[config.mk]
export PLATFORM = sky130hd
export DESIGN_NAME = vdma_frame_buf_ctrl
export DESIGN_NICKNAME = d
export VERILOG_FILES = /design/src/rtl/vdma_frame_buf_ctrl.sv
export SDC_FILE = /design/constraint.sdc
export NUM_CORES = 1
export LEC_CHECK = 0
export CORE_AREA = 2 2 383 385
export DETAILED_ROUTE_END_ITERATION = 16
export DIE_AREA = 0 0 385 387
export PLACE_DENSITY_LB_ADDON = 0.3
export SETUP_SLACK_MARGIN = 0.5
export SYNTH_ARGS = -nofsm -noshare
export SYNTH_HDL_FRONTEND = slang
export SYNTH_SLANG_ARGS = --single-unit
export TNS_END_PERCENT = 1
[constraint.sdc]
create_clock -name axi_aclk -period 4.4 [get_ports axi_aclk]
set_input_delay 0.66 -clock axi_aclk [delete_from_list [all_inputs] [get_ports axi_aclk]]
set_output_delay 0.66 -clock axi_aclk [all_outputs]
set_load 0.01 [all_outputs]
[src/rtl/vdma_frame_buf_ctrl.sv]
// vdma_frame_buf_ctrl: per-channel multi-frame slot rotation for the multiports VDMA.
// The writer and reader each own one of NFRAME slots per channel. The reader always
// moves to the newest fully committed frame. The writer skips the slot the reader holds.
// Optional build macro VDMA_FRAME_STAT_EN adds 16-bit saturating per-channel statistics.
// Without the macro, rd_repeat_cnt and wr_frame_cnt are tied to zero.
`timescale 1ns / 1ps

module vdma_frame_buf_ctrl #(
  parameter int unsigned NCH        = 8,
  parameter int unsigned ASIZE      = 29,
  parameter int unsigned NFRAME     = 3,
  parameter int unsigned FRAME_STEP = 2211840
) (
  input  logic             axi_aclk,
  input  logic             axi_resetn,
  input  logic [NCH-1:0]   ch_enable,
  input  logic [ASIZE-1:0] cfg_base       [NCH-1:0],
  input  logic [NCH-1:0]   wr_frame_start,
  input  logic [NCH-1:0]   wr_frame_done,
  input  logic [NCH-1:0]   rd_frame_start,
  output logic [ASIZE-1:0] wr_baseaddr    [NCH-1:0],
  output logic [ASIZE-1:0] rd_baseaddr    [NCH-1:0],
  output logic [NCH-1:0]   rd_repeat,
  output logic [15:0]      rd_repeat_cnt  [NCH-1:0],
  output logic [15:0]      wr_frame_cnt   [NCH-1:0]
);

  localparam int unsigned       IW      = $clog2(NFRAME);
  localparam logic [IW-1:0]     LastIdx = IW'(NFRAME - 1);
  localparam logic [ASIZE+IW-1:0] Step  = (ASIZE + IW)'(FRAME_STEP);

  // Slot index successor, modulo NFRAME.
  function automatic logic [IW-1:0] idx_inc(input logic [IW-1:0] idx);
    return (idx == LastIdx) ? '0 : idx + IW'(1);
  endfunction

  // base + idx * FRAME_STEP. The sum wraps modulo 2^ASIZE.
  function automatic logic [ASIZE-1:0] slot_addr(input logic [ASIZE-1:0] base,
                                                 input logic [IW-1:0]    idx);
    logic [ASIZE+IW-1:0] prod;
    prod = (ASIZE + IW)'(idx) * Step;
    return base + prod[ASIZE-1:0];
  endfunction

  for (genvar c = 0; c < NCH; c++) begin : g_ch
    logic [IW-1:0]    wr_idx_q, wr_idx_d;
    logic [IW-1:0]    rd_idx_q, rd_idx_d;
    logic [IW-1:0]    last_done_q, last_done_d;
    logic             done_vld_q, done_vld_d;
    logic             rep_q, rep_d;
    logic             done_eff;
    logic [IW-1:0]    done_idx;
    logic [IW-1:0]    wr_cand;
    logic [ASIZE-1:0] wr_addr_q, rd_addr_q;

    // Next state: resolve the done bypass, let the reader pick, then advance the writer.
    // The writer advances around the reader's new slot.
    always_comb begin
      done_eff    = wr_frame_done[c] | done_vld_q;
      // A done in this same cycle is the newest frame, so it beats the stored one.
      done_idx    = wr_frame_done[c] ? wr_idx_q : last_done_q;
      rd_idx_d    = rd_idx_q;
      wr_idx_d    = wr_idx_q;
      last_done_d = last_done_q;
      done_vld_d  = done_vld_q;
      rep_d       = 1'b0;
      wr_cand     = idx_inc(wr_idx_q);
      if (!ch_enable[c]) begin
        rd_idx_d    = LastIdx;
        wr_idx_d    = '0;
        last_done_d = '0;
        done_vld_d  = 1'b0;
      end else begin
        if (rd_frame_start[c]) begin
          if (done_eff && (done_idx != rd_idx_q)) begin
            rd_idx_d = done_idx;
          end else begin
            rep_d = 1'b1;
          end
        end
        if (wr_frame_start[c]) begin
          // With NFRAME=2 the double step can land back on the old slot.
          // That overwrites the slot in place and is allowed.
          if (wr_cand == rd_idx_d) begin
            wr_cand = idx_inc(wr_cand);
          end
          wr_idx_d = wr_cand;
        end
        if (wr_frame_done[c]) begin
          last_done_d = wr_idx_q;
          done_vld_d  = 1'b1;
        end
      end
    end

    // Slot state and registered addresses, computed from next-state indices.
    // This gives one cycle of latency.
    always_ff @(posedge axi_aclk or negedge axi_resetn) begin
      if (!axi_resetn) begin
        wr_idx_q    <= '0;
        rd_idx_q    <= LastIdx;
        last_done_q <= '0;
        done_vld_q  <= 1'b0;
        rep_q       <= 1'b0;
        wr_addr_q   <= '0;
        rd_addr_q   <= '0;
      end else begin
        wr_idx_q    <= wr_idx_d;
        rd_idx_q    <= rd_idx_d;
        last_done_q <= last_done_d;
        done_vld_q  <= done_vld_d;
        rep_q       <= rep_d;
        wr_addr_q   <= slot_addr(cfg_base[c], wr_idx_d);
        rd_addr_q   <= slot_addr(cfg_base[c], rd_idx_d);
      end
    end

    assign wr_baseaddr[c] = wr_addr_q;
    assign rd_baseaddr[c] = rd_addr_q;
    assign rd_repeat[c]   = rep_q;

`ifdef VDMA_FRAME_STAT_EN
    logic [15:0] rep_cnt_q, wfr_cnt_q;

    // Saturating statistics. The repeat count steps together with the rd_repeat pulse.
    always_ff @(posedge axi_aclk or negedge axi_resetn) begin
      if (!axi_resetn) begin
        rep_cnt_q <= '0;
        wfr_cnt_q <= '0;
      end else if (!ch_enable[c]) begin
        rep_cnt_q <= '0;
        wfr_cnt_q <= '0;
      end else begin
        if (rep_d && (rep_cnt_q != 16'hFFFF)) begin
          rep_cnt_q <= rep_cnt_q + 16'd1;
        end
        if (wr_frame_done[c] && (wfr_cnt_q != 16'hFFFF)) begin
          wfr_cnt_q <= wfr_cnt_q + 16'd1;
        end
      end
    end

    assign rd_repeat_cnt[c] = rep_cnt_q;
    assign wr_frame_cnt[c]  = wfr_cnt_q;
`else
    assign rd_repeat_cnt[c] = '0;
    assign wr_frame_cnt[c]  = '0;
`endif
  end

endmodule
### Word level (Yosys, flattened, before mapping)

Index checks and enable logic that the tools add are counted.

| storage, ports and cells | value |
|---|---|
| bits in registers | 528 |
| input bits | 266 |
| word-level logic and storage cells | 288 |

| operators by class | value |
|---|---|
| add/subtract/negate cells | 32 |
| $mul | 16 |
| equal/unequal tests | 40 |
| muxes and demuxes | 128 |
| bitwise gates (word level) | 8 |
| reduce and logical (&&, ||, !) cells | 8 |

Operators by type and width:

| kind | number |
|---|---|
| adder 29 x 24 -> 29 bit | 16 |
| 2-to-1 mux 2 bit | 88 |
| multiplier 2 x 8 -> 10 bit (second input constant) | 16 |
| 2-to-1 mux 1 bit | 40 |
| adder 2 x 1 -> 2 bit (second input constant) | 16 |
| equality test 2 bit (second input constant) | 16 |
| equality test 2 bit | 8 |
| != test 2 x 1 -> 1 bit (second input constant) | 8 |
| != test 2 bit | 8 |
| logical AND 1 bit | 8 |
| bitwise OR 1 bit | 8 |

### Longest topological paths before layout

Gate-level depths: netlist of the first run.

| logic depth | value |
|---|---|
| word-level depth | 12 |
| mapped depth | 14 |
| gate-level depth less buffers | 13 |

### Least setup slack after synthesis of the first run

No wires, ideal clock.

| timing | value |
|---|---|
| path type | input port to flip-flop |
| start point | input port wr_frame_done[3] |
| end point | register g_ch[3].wr_addr_q[27] |
| setup time | 0.144 ns |
| arrival | 3.406 ns |
| required time | 4.256 ns |
| setup slack | 0.851 ns |
| stages on the path | 14 |
| buffers on the path | 1 |
| path through | buf_6 > and3_4 > a211o_1 > maj3_1 > and3b_1 > o21a_1 > ha_1 > inv_1 > ha_1 > a211oi_1 > nor2_1 > o21ai_1 > a2111oi_1 > xor2_1 |

| between the ends | value |
|---|---|
| cells in the longest elaborated chain, start to end | 12 |
| elaborated cells between the ends (all ways) | 13 |
| classes of those cells | 1 x add/sub; 1 x mul; 2 x eq/ne; 7 x mux; 1 x bitwise; 1 x reduce/logical |

RTL lines:

| what | line | source |
|---|---|---|
| start, declared | 19 | `input logic [NCH-1:0] wr_frame_done,` |
| 2-to-1 mux 2 bit | n/a |  |
| != test 2 bit | 75 | `if (done_eff && (done_idx != rd_idx_q)) begin` |
| logical AND 1 bit | 75 |  |
| 2-to-1 mux 2 bit * | 75 |  |
| 2-to-1 mux 2 bit * | 74 | `if (rd_frame_start[c]) begin` |
| 2-to-1 mux 2 bit * | 68 | `if (!ch_enable[c]) begin` |
| equality test 2 bit * | 84 | `if (wr_cand == rd_idx_d) begin` |
| 2-to-1 mux 2 bit * | 84 |  |
| 2-to-1 mux 2 bit * | 81 | `if (wr_frame_start[c]) begin` |
| 2-to-1 mux 2 bit * | 68 |  |
| via g_ch[3].wr_idx_d[1] | 46 | `logic [IW-1:0] wr_idx_q, wr_idx_d;` |
| multiplier 2 x 8 -> 10 bit * | 41 | `prod = (ASIZE + IW)'(idx) * Step;` |
| adder 29 x 24 -> 29 bit * | 42 | `return base + prod[ASIZE-1:0];` |
| end signal, assigned | 113 | `wr_addr_q <= slot_addr(cfg_base[c], wr_idx_d);` |
| end, declared | 54 | `logic [ASIZE-1:0] wr_addr_q, rd_addr_q;` |

The timed path passes the listed nets; every way through them passes the cells marked *. The select of a mux whose other input is x is not followed.
A chain may end at the register's enable or synchronous reset.

### Worst setup path in the final report of the first run

| timing | value |
|---|---|
| start point | input port wr_frame_done[1] |
| end point | register g_ch[1].wr_addr_q[28] |

| between the ends | value |
|---|---|
| cells in the longest elaborated chain, start to end | 12 |
| elaborated cells between the ends (all ways) | 13 |
| classes of those cells | 1 x add/sub; 1 x mul; 2 x eq/ne; 7 x mux; 1 x bitwise; 1 x reduce/logical |

RTL lines:

| what | line |
|---|---|
| 2-to-1 mux 2 bit | n/a |
| != test 2 bit | 75 |
| logical AND 1 bit | 75 |
| 2-to-1 mux 2 bit * | 75 |
| 2-to-1 mux 2 bit * | 74 |
| 2-to-1 mux 2 bit * | 68 |
| equality test 2 bit * | 84 |
| 2-to-1 mux 2 bit * | 84 |
| 2-to-1 mux 2 bit * | 81 |
| 2-to-1 mux 2 bit * | 68 |
| multiplier 2 x 8 -> 10 bit * | 41 |
| adder 29 x 24 -> 29 bit * | 42 |
| end signal, assigned | 113 |
| end, declared | 54 |

Every way passes the cells marked *; elsewhere a longest branch is shown, timed or not. The select of a mux whose other input is x is not followed.

==> results.md, run 1 <==
* Status: complete, no violations
* Num CTS Buffers at 56
* Port Buffers at approximately 740
* Most frequent CP cell: ha_1
* Wirelength per Cell at 18.6 um
* Net Sw Power at roughly 3.8 mW
* Min-Delay Path Class: in2async
* Hold Fails Final Rpt at 0
* Final worst path period share at 0.825
* Post-synth top area share at 0.449
* Seq/Total Area, Yosys at 0.459
* Clk pin slew, worst setup/hold paths at 0.05 ns
* Die footprint at 149,000 sq um
* R2r worst-path depth at 13
* Synth area leaders: dfrtp_1 45%, buf_4 13%, ha_1 8.8%
* Layout cells sized above 1 at 0.0597
* Vias/cell at 3.54
* First-pass detailed-route iteration total at 5
* Top Ports at a little under 1,000
* First-pass GRT wire length at between 100 and 150 mm
* Peak VDD IR at approximately 0.28 mV
* Top_reg_cell synth: dfrtp_1
* Final setup fails at 0
* R2r endpoint: g_ch[1].wr_addr_q[28]
* Clock Latency Late Sink at around 0.65 ns
* Worst slew margin at 0.430
* Part of the power in the clock network at 0.394
* Vias in the first global route at between 15,000 and 20,000
* Count leader, synth: dfrtp_1
* Syn. warnings at 0
* Worst r2r src: g_ch[1].rd_idx_q[1]
* Crit-path cells: clkdlybuf4s50_1, nor4bb_1, or3_4, nand2b_4, a2111oi_2, a21oi_1, ha_1, inv_1, ha_1, nor2b_1, o31a_1, nor4_1, nor3_1, xor2_1
* Logic gate share of total power at 0.253
* CP required at a little under 5 ns
* Setup TNS at 0 ns
* Gr usage total at 0.114
* RSZ-0062 raised after global routing: false
* Grt ovf at 0
* Internal reg-to-reg setup slack at ~0.95 ns
* Clk buf depth at 3
* Initial Util at 0.157
* Post-layout min period at around 3.6 ns
* DR vias at between 15,000 and 20,000
* GPL Wtd Cong at approximately 0.85
* Commonest cells post-synth: 408 x dfrtp_1, 379 x buf_4, 160 x ha_1, 122 x xnor2_1, 96 x nor2_1
* Power Density at just under 400 nW/um^2
* Max stage delay cell, worst path: clkdlybuf4s50_1
* Worst slack, placed at approximately 0.11 ns
* Sequential power share at 0.353
* CORE AREA at 145,000 sq um
* Routed wire length at about 88 mm
* Chip height at slightly below 400 um
* Internal power at just under 9 mW
* Setup bufs post-CTS at 0
* EDFF count, synth at 0
* Critical path peak fanout at 8
* Critical path buffers and inverters at 2
* Hpwl dp at between 70 and 80 mm
* Switching share of power at 0.300
* Max Slew Vio Count at 0
* Crit-path max cell delay at 0.64 ns
* Synthesized area per cell at 10.8 sq um
* Flops & latches, synth at 416
* CTS Hold Bufs at 0
* Largest net degree at the start of global routing at slightly above 90
* Cells after Synth at 2,104
* Final Worst Setup Slack at around 0.77 ns
* CP delay by family, top: simple AND/OR/NAND/NOR gates
* Pleak at 14.2 nW
* Clock skew at around 0.020 ns
* FFs w/ async S/R, synth at 1.00
* CP arrival at between 4 and 5 ns
* Resize count post-CTS at 0
* Crit. End Element: flip-flop
* Max capacitance violation total at 0
* DR DRC count at 0
* Worst Max-Slew Pin Slew at 0.855 ns
* Initial antenna violation count at 20
* Max H-tree Level at 2
* CTS tree: yes
* Syn-to-layout area delta at 44.7%
* Critical path class: in2reg
* Max frequency at 276 MHz
* ANT nets after route at 0
* Root buffer cell: clkbuf_16
* Area leader, netlist: dfrtp_1
* Die width at just under 400 um
* Post-Syn Area at roughly 23,000 sq um
* Worst Setup Start Kind: input port
* Number of clock sinks at about 420
* Row cnt at 140
* Initial DRC Count at around 730
* Nets@finish at about 3,200
* Synth unique cells at 74
power groups by stage:
stage | sequential (mW) | clock (mW) | combinational, mW
after detailed placement | 4.55 | 0 | 3.26
after floorplan | 4.68 | 0 | 1.40
after CTS | 4.49 | 5.22 | 3.28
final | 4.47 | 4.99 | 3.20
after global routing | 4.52 | 5.36 | 3.49
after global placement | 4.55 | 0 | 3.27
worst max-delay path by stage:
stage / startpoint / to / depth (start not counted)
after global routing: wr_frame_done[1] / g_ch[1].wr_addr_q[24] / 14
after global placement: wr_frame_done[1] / g_ch[1].wr_addr_q[24] / 14
after floorplan: wr_frame_done[3] / g_ch[3].wr_addr_q[27] / 14
final: wr_frame_done[1] / g_ch[1].wr_addr_q[28] / 14
after CTS: wr_frame_done[1] / g_ch[1].wr_addr_q[28] / 14
after detailed placement: wr_frame_done[1] / g_ch[1].wr_addr_q[28] / 14
flip-flops by register name, summed over array words and instances, names as in the netlist:
register          count
g_ch.rd_idx_q        16
g_ch.wr_addr_q      120
g_ch.wr_idx_q        16
g_ch.rep_q            8
g_ch.last_done_q     16
g_ch.done_vld_q       8
g_ch.rd_addr_q      232
cell type report:
| class | instances | area, sq um |
|---|---|---|
| clock buffers | 85 | 1660 |
| repair buffers | 774 | 7720 |
| well taps | 1917 | 2400 |
| inverters | 89 | 334 |
| multi-input cells | 1445 | 9940 |
| fillers | 15500 | 112000 |
| clock inverters | 21 | 369 |
| diodes | 6 | 15.0 |
| flip-flops and latches | 416 | 10400 |
logic make-up after synthesis:
kind of cell,share of synthesized area
AOI/OAI and AO/OA,0.116
xor gates and xnor gates,0.0787
adders and majority gates,0.103
buffers and inverters,0.146
DFF,0.459
muxes,0.00749
other,0.000165
and+or+nand+nor,0.0911
layout by cell type (no fill, tap or decap), types with 16 or more instances in the layout:
cell and instances:
a211oi_1 40, a21o_1 30, a21oi_1 72, a31oi_1 20, and2_1 23, and3_1 23, buf_4 32, clkbuf_16 56
clkdlybuf4s50_1 736, conb_1 256, dfrtp_1 408, fa_1 16, ha_1 160, inv_1 89, mux2i_1 17, nand2_1 95
nand3_1 24, nor2_1 96, nor2b_1 38, nor3_1 16, o21a_1 25, o21ai_0 72, o21bai_1 25, o22ai_1 20
xnor2_1 122, xor2_1 82
layer usage:
metal,share of wire,global-route usage
met1,0.41,0.136
met2,0.49,0.197
met3,0.078,0.0329
met4,0.026,0.0338
met5,0.00062,0
metrics by stage:
| step | std cells | hold slack, ns | util | instance area (sq um) | power (mW) |
|---|---|---|---|---|---|
| 2_1_floorplan | 2359 | 0.364 | - | 23700 | 6.07 |
| 3_3_place_gp | 4641 | 0.539 | 0.213 | 30800 | 7.82 |
| 3_5_place_dp | 4641 | 0.552 | 0.213 | 30800 | 7.80 |
| 4_1_cts | 4747 | 0.0409 | 0.227 | 32800 | 13.0 |
| 5_1_grt | 4752 | 0.0900 | 0.227 | 32900 | 13.4 |
| 6_report | 4753 | 0.0732 | 0.227 | 32900 | 12.7 |
worst register-to-register path, cell delays in order (launching register included):
cell and delay, ns:
dfstp_2 0.55, nor3_1 0.05, or3_4 0.38, nand2b_4 0.15
a2111oi_2 0.42, a21oi_1 0.12, ha_1 0.23, inv_1 0.06
ha_1 0.26, nor2b_1 0.16, o31a_1 0.27, nor4_1 0.40
nor3_1 0.13, xor2_1 0.16
Power figures use the tool's default switching activity.
==> run 2: changes to the inputs <==
==> constraint.sdc (replaced) <==
create_clock -name axi_aclk -period 3.8 [get_ports axi_aclk]
set_input_delay 0.57 -clock axi_aclk [delete_from_list [all_inputs] [get_ports axi_aclk]]
set_output_delay 0.57 -clock axi_aclk [all_outputs]
set_load 0.01 [all_outputs]
==> run 2 against run 1 <==
  * Clock power increased by 19%
  * Critical path depth is 1 lower
  * Sequential cell count unchanged
  * Design area increased by 3.8%
  * Setup slack lost 0.23 ns
  * Critical path type unchanged
  * Combinational power grew 22%
  * Global-route usage increased by 1.1 points
  * Sequential power is 17% higher
  * Sequential share of layout area shrank 1.1 points
  * Largest power group unchanged
  * Power increased by 19%
  * Die area is the same
  * Clock-buffer cell count down 15
==> results.md, run 2 (synthesized netlist as in run 1, its figures left out) <==
* Status: complete, no violations
* Pwr Total at 15.1 mW (+19%)
* Max capacitance violation total at 0 (unchanged)
* Chip height at 387 um (unchanged)
* Wirelength per Cell at 20.0 um (+7.7%)
* GPL Wtd Cong at 0.829 (-2.8%)
* Hpwl dp at 81.4 mm (+12%)
* Largest Register: g_ch.rd_addr_q
* Row cnt at 140 (unchanged)
* Biggest regs: g_ch.rd_addr_q x232, g_ch.wr_addr_q x120
* Die width at 385 um (unchanged)
* Clock Latency Late Sink at 0.69 ns (+0.04 ns)
* Number of clock sinks at 416 (unchanged)
* Initial DRC Count at 766 (+4.5%)
* Met2 routed WL at 49.1 mm (+13%)
* Syn-to-layout area delta at 50.1%
* First-pass detailed-route iteration total at 5 (unchanged)
* Die footprint at 149,000 sq um (unchanged)
* Grt ovf at 0 (unchanged)
* Final worst path period share at 0.857
* Post-Route Utilization at 0.235 (+0.00858)
* Worst Setup Start Kind: input port
* RSZ-0062 raised after global routing: true
* R2r endpoint: g_ch[3].wr_addr_q[28]
* CP endpoint: g_ch[3].wr_addr_q[28]
* Filler Cells Inserted at 15,600 (+0.23%)
* Max Slew Vio Count at 0 (unchanged)
* First-pass GRT wire length at 134 mm (+8.3%)
* Met3 WL at 7.00 mm (+2.1%)
* Commonest non-fill, non-tap cell in the layout: clkdlybuf4s50_1
* Largest net degree at the start of global routing at 73 (-22%)
* Peak VDD IR at 0.383 mV (+37%)
* Layout cells sized above 1 at 0.114 (+0.0546)
* Initial Util at 0.157 (unchanged)
* Top sig layer: met5
* Power Density at 442 nW/um^2 (+15%)
* Top Ports at 994 (unchanged)
* Most frequent cells in the layout: 733 x clkdlybuf4s50_1, 406 x dfrtp_1, 256 x conb_1
* Clk buf depth at 3 (unchanged)
* Root buffer cell: clkbuf_16
* CTS tree: yes
* Clock skew at 0.0549 ns (+0.0351 ns)
* Wire length on met1 at 39.7 mm (+11%)
* Max H-tree Level at 2 (unchanged)
* Max reg flops at 232 (unchanged)
* Gr usage total at 0.125 (+0.0113)
* CORE AREA at 145,000 sq um (unchanged)
* ANT nets after route at 0 (unchanged)
* CP arrival at 3.81 ns (-0.34 ns)
* Routed wire length at 97.5 mm (+10%)
* Post-layout min period at ~3.3 ns
* Port Buffers at 737 (unchanged)
* Nets@finish at 3,346 (+3.8%)
* Vias in the first global route at 17,500 (+2.8%)
* R2r worst-path depth at 12 (-1)
* Cell area after placement at 31,700 sq um (+2.9%)
* Critical path class: in2reg
* Initial antenna violation count at 30 (+50%)
* Pleak at 14.9 nW (+4.9%)
* Internal reg-to-reg setup slack at 0.56 ns (-0.39 ns)
* Final setup fails at 0 (unchanged)
* DR vias at 17,500 (+4.1%)
* CP required at 4.35 ns (-0.57 ns)
* Num CTS Buffers at 56 (unchanged)
* Clk pin slew, worst setup/hold paths at 0.06 ns (about the same)
* Hold Fails Final Rpt at 0 (unchanged)
* Setup TNS at 0 ns (unchanged)
* Critical path origin: rd_frame_start[3]
* Worst slew margin at 0.580 (+0.150)
* Worst Max-Slew Pin Slew at 0.630 ns (-0.225 ns)
* Design area at 34,100 sq um (+3.8%)
* Max frequency at between 300 and 400 MHz
* Min-Delay Path Class: in2reg
* Vias/cell at 3.60 (+1.6%)
* Critical path peak fanout at 6 (-2)
* Crit. End Element: flip-flop
* Worst r2r src: g_ch[3].done_vld_q
* DR DRC count at 0 (unchanged)
==> run 2: cell types whose count changed in the layout (fill, tap and decap cells not counted), sizes merged <==
cell and change:
dlymetal6s2s +3, inv +3, clkdlybuf4s50 -3, buf +121
dlygate4sd3 +1, bufinv +3, diode +1, clkinv +6
clkbuf -15
==> run 2: stage by stage <==
| stage | hold slack (ns) | worst slack [ns] | instances |
|---|---|---|---|
| 2_1_floorplan | 0.274 | 0.472 | 2359 |
| 3_3_place_gp | 0.539 | -0.224 | 4754 |
| 3_5_place_dp | 0.538 | -0.236 | 4754 |
| 4_1_cts | 0.233 | 0.436 | 4858 |
| 5_1_grt | 0.254 | 0.415 | 4869 |
| 6_report | 0.312 | 0.542 | 4873 |
==> run 2: worst min path at each step <==
| stage | startpoint | end | slack, ns | cells past startpoint |
|---|---|---|---|---|
| 4_1_cts | cfg_base[158] | g_ch[5].rd_addr_q[13] | 0.23 | 1 |
| 3_3_place_gp | g_ch[3].done_vld_q | g_ch[3].done_vld_q | 0.54 | 1 |
| 6_report | cfg_base[123] | g_ch[4].rd_addr_q[7] | 0.31 | 1 |
| 5_1_grt | cfg_base[187] | g_ch[6].rd_addr_q[13] | 0.25 | 1 |
| 2_1_floorplan | axi_resetn | g_ch[0].done_vld_q | 0.27 | 0 |
| 3_5_place_dp | g_ch[3].done_vld_q | g_ch[3].done_vld_q | 0.54 | 1 |
==> run 2: timing repair <==
item	CTS	global route
gates resized for setup	4	44
setup buffers	0	8
endpoints found under the hold margin	60	0
endpoints found under the setup margin	14	72
pin swaps	2	16
hold buffers	1	0
==> run 2: worst max-delay path, cell delays in order <==
cell	delay, ns
clkdlybuf4s50_1	0.56
o21ai_2	0.11
a211o_1	0.33
maj3_1	0.33
and3b_1	0.19
o21a_1	0.21
ha_4	0.26
fa_2	0.36
nor2b_2	0.14
o31a_1	0.21
o221a_4	0.21
nand4_1	0.11
xnor2_1	0.21
==> run 2: cell type report <==
type / instances / area (sq um) / share of cell area
Sequential cell: 416 / 10400 / 0.306
Multi-Input combinational cell: 1445 / 10200 / 0.299
Timing Repair Buffer: 896 / 8660 / 0.254
Tap cell: 1917 / 2400 / 0.0703
Clock buffer: 70 / 1510 / 0.0444
Clock inverter: 33 / 554 / 0.0163
Inverter: 89 / 334 / 0.00979
Antenna cell: 7 / 17.5 / 0.000514
==> run 2: per-layer routing <==
layer / GRT usage / up-vias
li1: - / 8138
met1: 0.149 / 8592
met2: 0.223 / 662
met3: 0.0334 / 110
met4: 0.0290 / 18
met5: 0 / -
==> run 2: power by group <==
| group | switching [mW] | internal, mW | leakage, nW |
|---|---|---|---|
| sequential | 0.299 | 4.93 | 4.93 |
| clock | 2.35 | 3.60 | 0.996 |
| combinational | 1.95 | 1.93 | 8.99 |
| total | 4.60 | 10.5 | 14.9 |
